[src/rtl/seq0010_scan_ctrl.sv]
// seq0010_scan_ctrl: word-level controller around a serial "0010" Mealy detector.
//
// A word captured on an accepted start is shifted MSB first, one bit per clock, into the
// embedded detector. Detections are pulsed on match and counted (saturating) in match_cnt.
// Detector state carries across words unless flush is sampled high with the accepted start.
//
// Ports:
//   clk        clock, rising edge
//   rst        synchronous, active-high reset
//   start      scan request, honoured only in IDLE
//   flush      with an accepted start: clear the detector to D0 before the first bit
//   data_in    word to scan, captured on accepted start
//   busy       high in SHIFT and DONE
//   done       one-cycle pulse, word fully scanned
//   match      one-cycle registered pulse per detection
//   match_cnt  detections in the current word, saturating; holds until next accepted start
//   det_state  detector state encoding D0..D3 (debug)
//
// Configuration macro: SEQ_OVERLAP_EN
//   defined     - detection in D3 goes to D1, so the trailing "0" starts the next pattern
//   not defined - detection in D3 goes to D0, matches are non-overlapping

module seq0010_scan_ctrl #(
  parameter int unsigned WORD_W = 8,
  parameter int unsigned CNT_W  = 4
) (
  input  logic              clk,
  input  logic              rst,
  input  logic              start,
  input  logic              flush,
  input  logic [WORD_W-1:0] data_in,
  output logic              busy,
  output logic              done,
  output logic              match,
  output logic [CNT_W-1:0]  match_cnt,
  output logic [1:0]        det_state
);

  localparam int unsigned BitW = (WORD_W > 1) ? $clog2(WORD_W) : 1;
  localparam logic [BitW-1:0] LastBit = BitW'(WORD_W - 1);
  localparam logic [CNT_W-1:0] CntMax = {CNT_W{1'b1}};

  typedef enum logic [1:0] {
    StIdle,
    StShift,
    StDone
  } ctrl_e;

  typedef enum logic [1:0] {
    DetD0 = 2'd0,
    DetD1 = 2'd1,
    DetD2 = 2'd2,
    DetD3 = 2'd3
  } det_e;

  ctrl_e             ctrl_q, ctrl_d;
  det_e              det_q, det_d;
  det_e              det_nxt;
  logic [WORD_W-1:0] shreg_q, shreg_d;
  logic [BitW-1:0]   bit_cnt_q, bit_cnt_d;
  logic [CNT_W-1:0]  cnt_q, cnt_d;
  logic              match_q, match_d;
  logic              bit_in;
  logic              hit;

  assign bit_in = shreg_q[WORD_W-1];

  // Detector transition for the bit currently at the head of the shift register.
  always_comb begin
    det_nxt = det_q;
    hit     = 1'b0;
    case (det_q)
      DetD0: det_nxt = bit_in ? DetD0 : DetD1;
      DetD1: det_nxt = bit_in ? DetD0 : DetD2;
      DetD2: det_nxt = bit_in ? DetD3 : DetD2;
      DetD3: begin
        if (bit_in) begin
          det_nxt = DetD0;
        end else begin
          hit = 1'b1;
`ifdef SEQ_OVERLAP_EN
          det_nxt = DetD1;
`else
          det_nxt = DetD0;
`endif
        end
      end
      default: det_nxt = DetD0;
    endcase
  end

  // Controller next state; the detector only advances while shifting.
  always_comb begin
    ctrl_d    = ctrl_q;
    det_d     = det_q;
    shreg_d   = shreg_q;
    bit_cnt_d = bit_cnt_q;
    cnt_d     = cnt_q;
    match_d   = 1'b0;
    case (ctrl_q)
      StIdle: begin
        if (start) begin
          shreg_d   = data_in;
          bit_cnt_d = '0;
          cnt_d     = '0;
          if (flush) begin
            det_d = DetD0;
          end
          ctrl_d = StShift;
        end
      end
      StShift: begin
        det_d     = det_nxt;
        match_d   = hit;
        if (hit && (cnt_q != CntMax)) begin
          cnt_d = cnt_q + CNT_W'(1);
        end
        shreg_d   = {shreg_q[WORD_W-2:0], 1'b0};
        bit_cnt_d = bit_cnt_q + BitW'(1);
        if (bit_cnt_q == LastBit) begin
          ctrl_d = StDone;
        end
      end
      StDone: begin
        ctrl_d = StIdle;
      end
      default: begin
        ctrl_d = StIdle;
      end
    endcase
  end

  always_ff @(posedge clk) begin
    if (rst) begin
      ctrl_q    <= StIdle;
      det_q     <= DetD0;
      shreg_q   <= '0;
      bit_cnt_q <= '0;
      cnt_q     <= '0;
      match_q   <= 1'b0;
    end else begin
      ctrl_q    <= ctrl_d;
      det_q     <= det_d;
      shreg_q   <= shreg_d;
      bit_cnt_q <= bit_cnt_d;
      cnt_q     <= cnt_d;
      match_q   <= match_d;
    end
  end

  assign busy      = (ctrl_q != StIdle);
  assign done      = (ctrl_q == StDone);
  assign match     = match_q;
  assign match_cnt = cnt_q;
  assign det_state = det_q;

endmodule

[config.mk]
export PLATFORM = sky130hd
export DESIGN_NAME = seq0010_scan_ctrl
export DESIGN_NICKNAME = d
export VERILOG_FILES = /design/src/rtl/seq0010_scan_ctrl.sv
export SDC_FILE = /design/constraint.sdc
export NUM_CORES = 1
export LEC_CHECK = 0
export CORE_UTILIZATION = 43
export CTS_BUF_LIST = sky130_fd_sc_hd__clkbuf_16
export DETAILED_ROUTE_END_ITERATION = 16
export PLACE_DENSITY = 0.7
export SYNTH_ARGS = -nofsm -noshare
export SYNTH_HDL_FRONTEND = slang
export SYNTH_SLANG_ARGS = --single-unit
[constraint.sdc]
create_clock -name clk -period 1.3 [get_ports clk]
set_input_delay 0.39 -clock clk [delete_from_list [all_inputs] [get_ports clk]]
set_output_delay 0.39 -clock clk [all_outputs]
set_load 0.01 [all_outputs]
==> flow_metrics.py <==
metrics = {
    "cells_and_area": {
        "ff_latch_area_sq_um": 408,
        "num_antenna_cells": 0,
        "fin_area_sq_um": 1410,
        "syn_to_final_growth_pct": 52.8,
        "design.final.nets": 154,
        "post_route_cells_drive_above_1_share_pct": 25.4,
        "num-fill-cells": 153,
        "footprint_of_the_multi_input_gates_sq_um": 539,
        "finish.cell_count_without_fillers": 165,
        "finalCoreUtilization_pct": 71.2,
    },
    "sta": {
        "timing_worst_slew_pin_value_ps": 202,
        "final_hold_viol_count": 0,
        "finalSetupTns_ps": -623,
        "maxSlewViolCount": 0,
        "fmax_mhz": 680,
        "final.period_utilization_pct": 113,
        "rsz0062_at_grt": "yes",
        "layout_setup_ws_ps": -170,
        "fin_crit_ps": 1470,
        "slew_headroom_pct": 86.4,
        "fin_worst_skew_ps": 5.79,
        "finalSetupViolCount": 6,
    },
    "routing": {
        "dr.pass1.iters": 4,
        "drt_iter0_markers": 11,
        "ant_nets": 0,
        "vias": 831,
        "wirelength_mm": 2.18,
        "detail_route.wl_per_cell_um": 13.2,
        "detail_route.drc_violations": 0,
        "vias_per_inst": 5.04,
    },
    "place": {
        "io_buffer_count": 20,
        "detailedPlacementHpwl_mm": 1.42,
        "placement_stage_cell_area_sq_um": 1260,
        "numPlacedInstances": 158,
        "finalWeightedCongestion": 0.775,
    },
    "grt": {
        "grt_start_max_net_pins": 21,
        "grt_first_pass_wirelength_mm": 3.64,
        "grt_use_total_pct": 20.5,
        "grt_antenna_before_repair": 0,
        "vias_in_the_first_global_route": 788,
        "overflow": 0,
    },
    "clock_network": {
        "hold_bufs_at_cts": 0,
        "num_clock_sinks": 20,
        "cts.reportedPaths.clkPinSlew_ps": 60,
        "clock_insertion_delay_worst_skew_ps": 250,
        "cts_made_buffers": 3,
        "cts_max_level": 1,
        "cts_tree": "built",
        "cts_root_buf": "clkbuf_16",
        "cts_buffer_depth": 2,
    },
    "worst_setup_path": {
        "category_of_the_critical_setup_timing_path": "register to primary output",
        "endpoint_kind": "primary output",
        "worst-endpoint-required_ps": 910,
        "critical_path.max_fanout": 3,
        "crit_buf_inv": 2,
        "cp_cell_sequence": "buf_4 > or2_4 > buf_6",
        "critical_path.slowest_cell": "dfxtp_4",
        "startpoint_type": "register",
        "worst_path_largest_cell_delay_ps": 350,
        "crit_arrival_ps": 1080,
        "timing.critical_path.max_delay_family": "flip-flops",
    },
    "die": {
        "io_pins": 21,
        "initial_util_pct": 46.6,
        "floorplan.die.width_um": 48.3,
        "core_region_area_sq_um": 1980,
        "chipHeight_um": 48.3,
        "floorplan.die_area_sq_um": 2340,
        "std_cell_rows": 16,
    },
    "synthesis": {
        "ys.warnings.count": 0,
        "synth.most_common_cell": "dfxtp_1",
        "top_flip_flop_cell_by_instance_count_after_synthesis": "dfxtp_1",
        "ys_ff_latch": 20,
        "ys_top_cells_by_area": "dfxtp_1 (43%), mux2i_1 (8.7%), nor2_1 (6.9%)",
        "synth-edff-count": 0,
        "postSynthNetCount": 119,
        "synthDominantCellAreaShare_pct": 43.4,
        "synthesis.area_sq_um": 923,
        "async_reset_ff_share_pct": 0,
        "postSynthAreaPerCell_sq_um": 8.88,
        "synth_common_cells": "dfxtp_1 (20), nor2_1 (17), mux2i_1 (8)",
        "syn-instance-count": 104,
        "yosys.area.top_type": "dfxtp_1",
        "seq_area_frac_synth_pct": 43.4,
        "synth.lib_cells_used.distinct": 29,
    },
    "worst_hold_path": {
        "worst_hold_path_type": "register to register",
    },
    "power_and_ir_drop": {
        "power.sequential.fraction_pct": 43.8,
        "p_int_uw": 1170,
        "power.density_cell_area_nw_per_um2": 1070,
        "pwr-share-clk_pct": 41.5,
        "sw_pwr_uw": 338,
        "power.static_leakage_uw": 0.000618,
        "comb_power_share_pct": 14.6,
        "p_sw_share_pct": 22.3,
        "peakVddDrop_v": 0.00116,
    },
    "flow_run": {
        "drv.max_cap_violation_count": 0,
    },
    "run_status": {
        "failed_checks": "negative setup slack",
        "outcome": "finished, violations left",
    },
}
## power groups by stage
stage          clock network (uW)  logic [uW]  registers, uW
2_1_floorplan                   0         106            675
3_3_place_gp                    0         197            672
3_5_place_dp                    0         202            674
6_report                      628         221            662
4_1_cts                       641         210            662
5_1_grt                       687         241            665
## area by class of cell
| cell class | instances | share of cell area (%) |
|---|---|---|
| multi-input combinational | 77 | 38.2 |
| sequential | 20 | 28.9 |
| timing repair buffer | 35 | 24.4 |
| clock buffer | 3 | 5.32 |
| tap | 27 | 2.39 |
| inverter | 2 | 0.532 |
| clock inverter | 1 | 0.266 |
## cell usage in the layout (no fill, tap or decap), drive strengths merged
cell	count
a2bb2oi	1
a22oi	2
clkinv	1
nor2	17
nor3	4
mux2i	8
and4bb	1
and2b	3
or3	2
a31oi	1
o21ai	2
ha	3
nor2b	2
dlygate4sd2	6
clkbuf	3
nand4b	1
or2	1
inv	2
clkdlybuf4s50	10
nand3	3
clkdlybuf4s15	2
a21oi	7
a211oi	7
buf	17
nand3b	1
o211ai	1
nand2b	1
a32oi	1
xor2	1
nand2	7
dfxtp	20
## worst reg2reg max path: cells and delay by family, from the launching register on
kind,cells,cell delay (ps)
flip-flops,1,350
AND/OR/NAND/NOR,3,720
AO/OA/AOI/OAI,1,180
buffers and inverters,1,120
## path summary, 6_finish.rpt
kind	cells past startpoint	to	start	slack [ps]
max	3	busy	ctrl_q[1]$_SDFFE_PP0P_	-170
min	2	match_cnt[1]$_SDFFE_PP0P_	match_cnt[1]$_SDFFE_PP0P_	490
max reg2reg	5	match_cnt[3]$_SDFFE_PP0P_	ctrl_q[1]$_SDFFE_PP0P_	-150
min reg2reg	2	match_cnt[1]$_SDFFE_PP0P_	match_cnt[1]$_SDFFE_PP0P_	490
## kinds of logic (layout without fill, tap and decap cells)
group                    count (synthesis)  count (layout)  synth area share (%)
AO/OA/AOI/OAI                           22              22                  15.6
XOR/XNOR                                 1               1                 0.949
adder cells (fa/ha/maj)                  3               3                  4.07
buffers and inverters                    8              41                  4.07
flip-flops                              20              20                  43.4
multiplexers                             8               8                  8.67
AND/OR/NAND/NOR                         42              43                  23.3
## state kept, by name, indices dropped and copies added, names as in the netlist
name	count
ctrl_q	2
bit_cnt_q	3
match	1
shreg_q	8
det_state	2
match_cnt	4
## per-stage QoR
stage | hold WS [ps] | setup slack (ps) | total power, uW
2_1_floorplan | 470 | -4.75 | 781
4_1_cts | 493 | -125 | 1510
3_5_place_dp | 485 | -430 | 876
3_3_place_gp | 474 | -396 | 870
6_report | 494 | -170 | 1510
5_1_grt | 509 | -215 | 1590
## layer usage
metal | track usage [%] | vias up | part of all wire, %
met1 | 25.7 | 376 | 47
met2 | 33.6 | 13 | 49
met3 | 5.97 | 2 | 3.2
met5 | 0 | - | 0
li1 | - | 440 | -
met4 | 6.86 | 0 | 0.55
## repair_timing
action,CTS,global route
gates resized for setup,27,9
setup endpoints to repair,26,11
cloned,1,0
pin swaps,4,3
buffers inserted,1,1
hold endpoints to repair,0,0
(Power assumes the default switching activity.)
